`config.mk`:
```
export PLATFORM = sky130hd
export DESIGN_NAME = arm_mem_arbiter
export DESIGN_NICKNAME = d
export VERILOG_FILES = /design/src/rtl/arm_mem_arbiter.sv
export SDC_FILE = /design/constraint.sdc
export NUM_CORES = 1
export LEC_CHECK = 0
export ABC_AREA = 1
export CAP_MARGIN = 20
export CELL_PAD_IN_SITES_DETAIL_PLACEMENT = 1
export CELL_PAD_IN_SITES_GLOBAL_PLACEMENT = 1
export CORE_MARGIN = 2
export CORE_UTILIZATION = 24
export CTS_CLUSTER_SIZE = 12
export DETAILED_ROUTE_END_ITERATION = 12
export HOLD_SLACK_MARGIN = 0.06
export PLACE_DENSITY_LB_ADDON = 0.05
export SYNTH_ARGS = -nofsm -noshare
export SYNTH_HDL_FRONTEND = slang
export SYNTH_SLANG_ARGS = --single-unit
```
`constraint.sdc`:
```
create_clock -name clk -period 1.3 [get_ports clk]
set_input_delay 0.26 -clock clk [delete_from_list [all_inputs] [get_ports clk]]
set_output_delay 0.26 -clock clk [all_outputs]
set_load 0.02 [all_outputs]
```
`src/rtl/arm_mem_arbiter.sv`:
```
// rtl/arm_mem_arbiter.sv - single-port unified memory arbiter for ARM fetch and load/store ports
//
// Purpose:
//   Shares one single-port memory between the instruction-fetch port (if_*)
//   and the load/store data port (d_*). Each access runs ISSUE -> WAIT
//   (MEM_LAT cycles) -> RESP. Arbitration happens in IDLE and RESP. Data wins
//   over fetch.
//
// Ports:
//   clk, rst           clock; synchronous active-high reset
//   if_req/if_addr     fetch request, held until if_gnt
//   if_gnt             one-cycle fetch grant (ISSUE cycle)
//   if_rvalid/if_rdata fetch completion and read data (held until next rvalid)
//   d_req/d_we/d_addr/d_wdata/d_be  data request, held until d_gnt
//   d_gnt              one-cycle data grant (ISSUE cycle)
//   d_rvalid/d_rdata   data completion; d_rdata is 0 for a store
//   mem_en/mem_we/mem_addr/mem_wdata/mem_be  memory command, one cycle per access
//   mem_rdata          memory read data, valid MEM_LAT cycles after mem_en
//   busy               high in every state except IDLE
//
// Build option:
//   ARB_STARVE_GUARD_EN  when defined, a fetch is forced through after
//                        MAX_DATA_BURST consecutive data grants made while a
//                        fetch was waiting.

module arm_mem_arbiter #(
  parameter int ADDR_W         = 32,
  parameter int DATA_W         = 32,
  parameter int MEM_LAT        = 2,
  parameter int MAX_DATA_BURST = 4
) (
  input  logic                  clk,
  input  logic                  rst,
  input  logic                  if_req,
  input  logic [ADDR_W-1:0]     if_addr,
  output logic                  if_gnt,
  output logic                  if_rvalid,
  output logic [DATA_W-1:0]     if_rdata,
  input  logic                  d_req,
  input  logic                  d_we,
  input  logic [ADDR_W-1:0]     d_addr,
  input  logic [DATA_W-1:0]     d_wdata,
  input  logic [DATA_W/8-1:0]   d_be,
  output logic                  d_gnt,
  output logic                  d_rvalid,
  output logic [DATA_W-1:0]     d_rdata,
  output logic                  mem_en,
  output logic                  mem_we,
  output logic [ADDR_W-1:0]     mem_addr,
  output logic [DATA_W-1:0]     mem_wdata,
  output logic [DATA_W/8-1:0]   mem_be,
  input  logic [DATA_W-1:0]     mem_rdata,
  output logic                  busy
);

  localparam int             BE_W      = DATA_W / 8;
  localparam logic [3:0]     LAST_WAIT = 4'(MEM_LAT - 1);
  localparam logic [3:0]     MAX_BURST = 4'(MAX_DATA_BURST);

  typedef enum logic [1:0] {
    S_IDLE  = 2'd0,
    S_ISSUE = 2'd1,
    S_WAIT  = 2'd2,
    S_RESP  = 2'd3
  } state_t;

  state_t              state_q, state_d;
  logic [3:0]          wait_cnt_q, wait_cnt_d;
  logic                owner_d_q, owner_d_d;   // 1: data port owns the access
  logic                store_q, store_d;       // owned access is a store
  logic                if_gnt_q, if_gnt_d;
  logic                d_gnt_q, d_gnt_d;
  logic                mem_en_q, mem_en_d;
  logic                mem_we_q, mem_we_d;
  logic [ADDR_W-1:0]   mem_addr_q, mem_addr_d;
  logic [DATA_W-1:0]   mem_wdata_q, mem_wdata_d;
  logic [BE_W-1:0]     mem_be_q, mem_be_d;
  logic                if_rvalid_q, if_rvalid_d;
  logic                d_rvalid_q, d_rvalid_d;
  logic [DATA_W-1:0]   if_rdata_q, if_rdata_d;
  logic [DATA_W-1:0]   d_rdata_q, d_rdata_d;

  logic arb_en;
  logic force_if;
  logic pick_d;
  logic pick_if;

  // Arbitration points: IDLE, and RESP for back-to-back accesses.
  assign arb_en  = (state_q == S_IDLE) || (state_q == S_RESP);
  assign pick_d  = arb_en && d_req && !force_if;
  assign pick_if = arb_en && if_req && !pick_d;

`ifdef ARB_STARVE_GUARD_EN
  logic [3:0] starve_q, starve_d;

  // Counts data grants that overtook a waiting fetch. Never exceeds
  // MAX_BURST: reaching it forces the next arbitration to the fetch port,
  // which clears it.
  assign force_if = if_req && (starve_q == MAX_BURST);

  always_comb begin
    starve_d = starve_q;
    if (arb_en) begin
      if (!if_req || pick_if) begin
        starve_d = 4'd0;
      end else if (pick_d) begin
        starve_d = starve_q + 4'd1;
      end
    end
  end

  always_ff @(posedge clk) begin
    if (rst) begin
      starve_q <= 4'd0;
    end else begin
      starve_q <= starve_d;
    end
  end
`else
  // Strict data priority; the burst limit only matters with the guard built in.
  logic unused_burst_cfg;
  assign force_if         = 1'b0;
  assign unused_burst_cfg = ^MAX_BURST;
`endif

  always_comb begin
    state_d     = state_q;
    wait_cnt_d  = wait_cnt_q;
    owner_d_d   = owner_d_q;
    store_d     = store_q;
    if_gnt_d    = 1'b0;
    d_gnt_d     = 1'b0;
    mem_en_d    = 1'b0;
    mem_we_d    = 1'b0;
    mem_addr_d  = '0;
    mem_wdata_d = '0;
    mem_be_d    = '0;
    if_rvalid_d = 1'b0;
    d_rvalid_d  = 1'b0;
    if_rdata_d  = if_rdata_q;
    d_rdata_d   = d_rdata_q;

    case (state_q)
      S_IDLE: begin
        state_d = S_IDLE;
      end
      S_ISSUE: begin
        state_d    = S_WAIT;
        wait_cnt_d = 4'd0;
      end
      S_WAIT: begin
        if (wait_cnt_q == LAST_WAIT) begin
          // mem_rdata is valid in this last WAIT cycle; capture it into the
          // owner's rdata register so it appears with rvalid in RESP.
          state_d = S_RESP;
          if (owner_d_q) begin
            d_rvalid_d = 1'b1;
            d_rdata_d  = store_q ? '0 : mem_rdata;
          end else begin
            if_rvalid_d = 1'b1;
            if_rdata_d  = mem_rdata;
          end
        end else begin
          wait_cnt_d = wait_cnt_q + 4'd1;
        end
      end
      S_RESP: begin
        state_d = S_IDLE;
      end
      default: begin
        state_d = S_IDLE;
      end
    endcase

    // A win latches the request fields straight into the registered memory
    // command, so later requester changes cannot affect this access.
    if (pick_d) begin
      state_d     = S_ISSUE;
      owner_d_d   = 1'b1;
      store_d     = d_we;
      d_gnt_d     = 1'b1;
      mem_en_d    = 1'b1;
      mem_we_d    = d_we;
      mem_addr_d  = d_addr;
      mem_wdata_d = d_wdata;
      mem_be_d    = d_we ? d_be : {BE_W{1'b1}};
    end else if (pick_if) begin
      state_d     = S_ISSUE;
      owner_d_d   = 1'b0;
      store_d     = 1'b0;
      if_gnt_d    = 1'b1;
      mem_en_d    = 1'b1;
      mem_we_d    = 1'b0;
      mem_addr_d  = if_addr;
      mem_wdata_d = '0;
      mem_be_d    = {BE_W{1'b1}};
    end
  end

  always_ff @(posedge clk) begin
    if (rst) begin
      state_q     <= S_IDLE;
      wait_cnt_q  <= 4'd0;
      owner_d_q   <= 1'b0;
      store_q     <= 1'b0;
      if_gnt_q    <= 1'b0;
      d_gnt_q     <= 1'b0;
      mem_en_q    <= 1'b0;
      mem_we_q    <= 1'b0;
      mem_addr_q  <= '0;
      mem_wdata_q <= '0;
      mem_be_q    <= '0;
      if_rvalid_q <= 1'b0;
      d_rvalid_q  <= 1'b0;
      if_rdata_q  <= '0;
      d_rdata_q   <= '0;
    end else begin
      state_q     <= state_d;
      wait_cnt_q  <= wait_cnt_d;
      owner_d_q   <= owner_d_d;
      store_q     <= store_d;
      if_gnt_q    <= if_gnt_d;
      d_gnt_q     <= d_gnt_d;
      mem_en_q    <= mem_en_d;
      mem_we_q    <= mem_we_d;
      mem_addr_q  <= mem_addr_d;
      mem_wdata_q <= mem_wdata_d;
      mem_be_q    <= mem_be_d;
      if_rvalid_q <= if_rvalid_d;
      d_rvalid_q  <= d_rvalid_d;
      if_rdata_q  <= if_rdata_d;
      d_rdata_q   <= d_rdata_d;
    end
  end

  assign if_gnt    = if_gnt_q;
  assign d_gnt     = d_gnt_q;
  assign mem_en    = mem_en_q;
  assign mem_we    = mem_we_q;
  assign mem_addr  = mem_addr_q;
  assign mem_wdata = mem_wdata_q;
  assign mem_be    = mem_be_q;
  assign if_rvalid = if_rvalid_q;
  assign d_rvalid  = d_rvalid_q;
  assign if_rdata  = if_rdata_q;
  assign d_rdata   = d_rdata_q;
  assign busy      = (state_q != S_IDLE);

endmodule

```
=== Yosys cells after proc, flatten, opt, wreduce, memory -nomap -nowiden ===
Index checks and enable logic that the tools add are counted.

* Logic and storage cells: 65
* Bits of input ports: 137
* Memory bits (read-only): 0
* Memories: 0
* Output and inout bits: 139
* Bits in registers: 146
* Memory bits (writable): 0
* Latch bits: 0

* Shift-type cells: 0
* Equality and inequality tests: 7
* Multiply operators: 0
* Divide/modulo/power cells: 0
* Reductions and logical operators: 17
* Bitwise operators: 4
* $add $sub $neg: 1
* Mux-type cells: 20
* Magnitude comparators: 0

{| class="wikitable"
|+ Operators by type and width
! cell !! number
|-
| 32-bit two-way mux || 3
|-
| 4-bit two-way mux || 4
|-
| 1-bit two-way mux || 10
|-
| 4-bit case mux with 2 select lines || 1
|-
| 2-bit case mux with 3 select lines || 1
|-
| 3-bit AND reduction || 2
|-
| 2-bit nonzero test || 3
|-
| 2-bit OR reduction || 3
|-
| 3-bit OR reduction || 2
|-
| 4-bit by 1-bit adder with 4-bit output, second input constant || 1
|-
| 2-bit equality test, second input constant || 2
|-
| 4-bit by 1-bit equality test with 1-bit output, second input constant || 1
|-
| 2-bit != test, second input constant || 2
|-
| 4-bit != test, second input constant || 1
|-
| 1-bit inverter || 4
|-
| 1-bit logical AND || 3
|-
| 2-bit by 1-bit equality test with 1-bit output, second input constant || 1
|-
| 2-bit logical NOT || 1
|-
| 2-bit two-way mux || 1
|-
| 2-bit AND reduction || 1
|-
| 1-bit logical NOT || 1
|-
| 1-bit logical OR || 1
|}

=== Logic depth before layout (Yosys ltp) ===
* Word-level depth: 7
* Mapped depth: 10
* Gate-level depth less buffers: 9

=== Worst setup path before layout ===
No wires, ideal clock.

* Kind: register -> register
* From: reg state_q[0]
* To: reg mem_addr_q[10], in the netlist mem_addr[10]
* Path slack: -0.154 ns
* Buffers on the path: 1
* Cell stages (with the launch flop): 11
* Data required time: 1.242 ns
* Arrival: 1.396 ns
* Setup time: 0.058 ns
* Clock period less this slack: 1.454 ns
* Cell sequence: dfxtp_1 -> inv_1 -> ha_1 -> inv_1 -> nand2_2 -> inv_1 -> nand2_2 -> inv_2 -> buf_2 -> nand2_1 -> nand2_1

* Word-level cells in the longest chain between the ends: 7
* Elaborated cells between the ends (all ways): 9
* Classes of those cells: eq/ne: 1; mux: 2; reduce/logical: 6

{| class="wikitable"
|+ RTL lines
! item !! RTL line !! source
|-
| start: declaration || 67 || <nowiki>state_t state_q, state_d;</nowiki>
|-
| start signal: assignment || 218 || <nowiki>state_q <= state_d;</nowiki>
|-
| 2-bit equality test / 2-bit logical NOT (equally long branches) || 89 || <nowiki>assign arb_en = (state_q == S_IDLE) || (state_q == S_RESP);</nowiki>
|-
| 1-bit logical OR (*) || 89 ||
|-
| 1-bit logical AND || 90 || <nowiki>assign pick_d = arb_en && d_req && !force_if;</nowiki>
|-
| 1-bit logical NOT || 91 || <nowiki>assign pick_if = arb_en && if_req && !pick_d;</nowiki>
|-
| 1-bit logical AND || 91 ||
|-
| 32-bit two-way mux || 187 || <nowiki>end else if (pick_if) begin</nowiki>
|-
| 32-bit two-way mux (*) || 177 || <nowiki>if (pick_d) begin</nowiki>
|-
| end signal: assignment || 226 || <nowiki>mem_addr_q <= mem_addr_d;</nowiki>
|-
| end: declaration || 75 || <nowiki>logic [ADDR_W-1:0] mem_addr_q, mem_addr_d;</nowiki>
|}

Mark *: on every way between the ends. The rest lies on a longest branch, timed or not.
A chain may end at the register's enable or synchronous reset.

=== Final worst setup path ===
* From: reg state_q[0]
* To: reg if_rdata_q[1], in the netlist if_rdata[1]

* Word-level cells in the longest chain between the ends: 2

{| class="wikitable"
|+ RTL lines
! item !! RTL line !! source
|-
| 2-bit equality test || 143 || <nowiki>case (state_q)</nowiki>
|-
| 3-bit AND reduction (no line) || - ||
|-
| end signal: assignment || 231 || <nowiki>if_rdata_q <= if_rdata_d;</nowiki>
|-
| end: declaration || 80 || <nowiki>logic [DATA_W-1:0] if_rdata_q, if_rdata_d;</nowiki>
|}

No other way between the ends.

==> metrics.txt <==
reg-to-reg startpoint state_q[0]; Final period util 108.4%; family with the most delay on the worst path buffers and inverters; CP endpoint kind register; Final Max Slew Viols 0; Max-cap violations 0; r2r endpoint if_rdata[1]; most frequent CP cell nand2_1; fin cells 1388; placed cell areas 0.008917 mm²; Area Growth Syn to Fin 75.94%; Vias/cell 4.020; worst-margin pin slew 0.7277 ns; Synth top area share 53.18%; Die X 155.3 µm; Final Cell Area 0.009671 mm²; Sink Count 146; Buf+Inv Stages, Crit Path 4; Finish-stage setup viols 109; CTS tree done; status finished, violations left; post-synth top area cell dfxtp_1; fin nets 1231; vias in the first global route 5727; I/O pins 276; top post-synthesis cells by count nand2_1 (221), nor2_1 (156), inv_1 (150); Hold Crit Class input pin to register; GPL Wtd Cong 0.7028; Power per Cell Area 1192 mW/mm²; post-placement cell count 1345; crit-path cells inv_2 > buf_6 > ha_4 > nand4_4 > buf_12 > clkbuf_16 > nand2_1 > nand2_1 > nor2_1; Cell Rows 55; final HPWL from detailed placement 14400 µm; area of the multi-input gates 0.002255 mm²; Routed WL per cell 14.18 µm; via count 5580; Mapped Nets 917; ANT nets after route 0; most frequent cell after synthesis nand2_1; DRC 0; Crit Path Class register to register; Crit-path slowest cell dfxtp_2; Lkg Pwr 4.823 nW; Final Hold Slack 0.3567 ns; IR drop worst, VDD 0.0007302 V; DR iter-0 viols 162; Worst-path clk slew 0.07 ns; clock root cell clkbuf_16; Die Y 155.3 µm; RSZ-0062 raised after global routing yes; Skew-Pair Late Insertion Delay 0.43 ns; clock buffer depth 2; Final Critical Period 1.409 ns; violated checks setup timing; Critical Path RT 1.65 ns; total power draw 11.53 mW; Slew Limit Headroom 51.43%; Register Area 0.002925 mm²; hold_buf cts 0; total number of H-tree levels 4; top post-synthesis cells by area dfxtp_1 (53%), nand2_1 (15%), nor2_1 (11%), inv_1 (10%), buf_2 (1.8%); Buffers on Ports 275; critical path launch point type register; final WL 19680 µm; number of synthesized register bits 146; ys async rst share 0%; FILL cells 2752; clock skew 0.01396 ns; pin count of the biggest net entering global routing 37; crit-path max FO 11; synthesized area 0.005497 mm²; GRT Util Overall 16.14%; Hold Path Origin d_wdata[14]; share of layout cells above drive strength 1 31.58%; die area 0.02413 mm²; initial antenna violation count 1; Starting Density 24.35%; post-synthesis sequential area ratio 53.18%; Mean Syn Cell Area 7.092 µm²; first-pass detailed-route iteration total 4; register-to-register setup slack -0.11 ns; hold worst-path end mem_wdata[14]; first-pass GRT wire length 30260 µm; GR Overflow Total 0; CP Data Arrival Time 1.76 ns; cells after synthesis 775; worst setup margin -0.1093 ns; CP max stage delay 0.33 ns; fmax 0.7096 GHz; Netlist cell types 21; number of warnings issued by yosys 0; Reg2Reg Depth 9; total CTS buffers 17; Post-synth EDFFs 0; Core Area 0.02257 mm²; Final Hold Viols 0; hold path cells 3; ys flop type dfxtp_1
[worst max-delay path by stage]
stage / from / end / slack (ns) / cells after the start
floorplan: state_q[1] / mem_addr[10] / -0.01 / 10
global placement: rst / mem_addr[18] / -0.15 / 7
detailed placement: rst / mem_addr[27] / -0.20 / 7
CTS: state_q[1] / busy / -0.1 / 4
global route: state_q[0] / if_rdata[11] / -0.19 / 9
finish: state_q[0] / if_rdata[1] / -0.11 / 9
[what timing repair did]
| item | CTS | global route |
|---|---|---|
| gates cloned | 0 | 5 |
| setup endpoints to repair | 270 | 187 |
| buffers inserted | 2 | 5 |
| pin swaps | 2 | 15 |
| resized for setup | 552 | 153 |
[cells by family (layout without fill, tap and decap cells)]
kind of cell / count (synthesis) / after routing / synth area share, %
DFF: 146 / 146 / 53.18
AOI/OAI and AO/OA: 39 / 39 / 3.574
buffers and inverters: 185 / 512 / 13.57
other: 0 / 1 / 0
and+or+nand+nor: 400 / 400 / 28.55
adders and majority gates: 5 / 5 / 1.138
[metrics by stage]
stage               utilization, %  setup WS [ns]  setup TNS (ns)
global route                 42.83        -0.1865          -15.44
CTS                          42.00       -0.09872          -4.840
floorplan                        -       -0.01446         -0.4137
finish                       42.84        -0.1093          -5.218
detailed placement           39.51        -0.2023          -14.32
global placement             39.51        -0.1543          -11.07
[sequential cells by signal, indices dropped and copies added (netlist names), 2 cells and up]
register,count
mem_wdata,32
mem_be,4
wait_cnt_q,4
mem_addr,32
state_q,2
if_rdata,32
d_rdata,32
[report_power, final]
part / switching (mW) / total (mW) / internal (mW) / leakage [nW]
clock: 2.10 / 5.06 / 2.96 / 0.287
sequential: 0.0616 / 4.72 / 4.66 / 1.19
combinational: 0.883 / 1.74 / 0.860 / 3.35
total: 3.05 / 11.5 / 8.48 / 4.82
[final cells by class]
class | instances | area share (%)
clock buffers | 19 | 4.684
diodes | 1 | 0.02588
clock inverters | 13 | 1.540
repair buffers | 328 | 30.47
flip-flops and latches | 146 | 30.25
well taps | 285 | 3.687
inverters | 152 | 6.029
multi-input cells | 444 | 23.31
[tightest hold or removal path, delay by kind of cell]
| kind | cells | cell delay (ns) |
|---|---|---|
| buffers and inverters | 2 | 0.45 |
| and+or+nand+nor | 1 | 0.03 |
[placed cells by master, fill, tap and decap left out, types with 17 or more instances in the layout]
master / instances
buf_2: 103
o21ai_2: 17
nand2_1: 166
inv_1: 143
dfxtp_1: 144
buf_4: 22
clkbuf_16: 21
nor2_1: 141
nand2_2: 47
clkdlybuf4s50_1: 136
clkdlybuf4s15_2: 35
[layer usage]
metal  wire [µm]  global-route usage, %  part of all wire [%]  vias to the layer above
li1            -                      -                     -                     2874
met1        7756                  17.59                    39                     2509
met2        9584                  27.03                    49                      182
met3        2117                  8.162                    11                       15
met4         224                  5.767                   1.1                        0
met5           0                      0                     0                        -
Power figures use the tool's default switching activity.
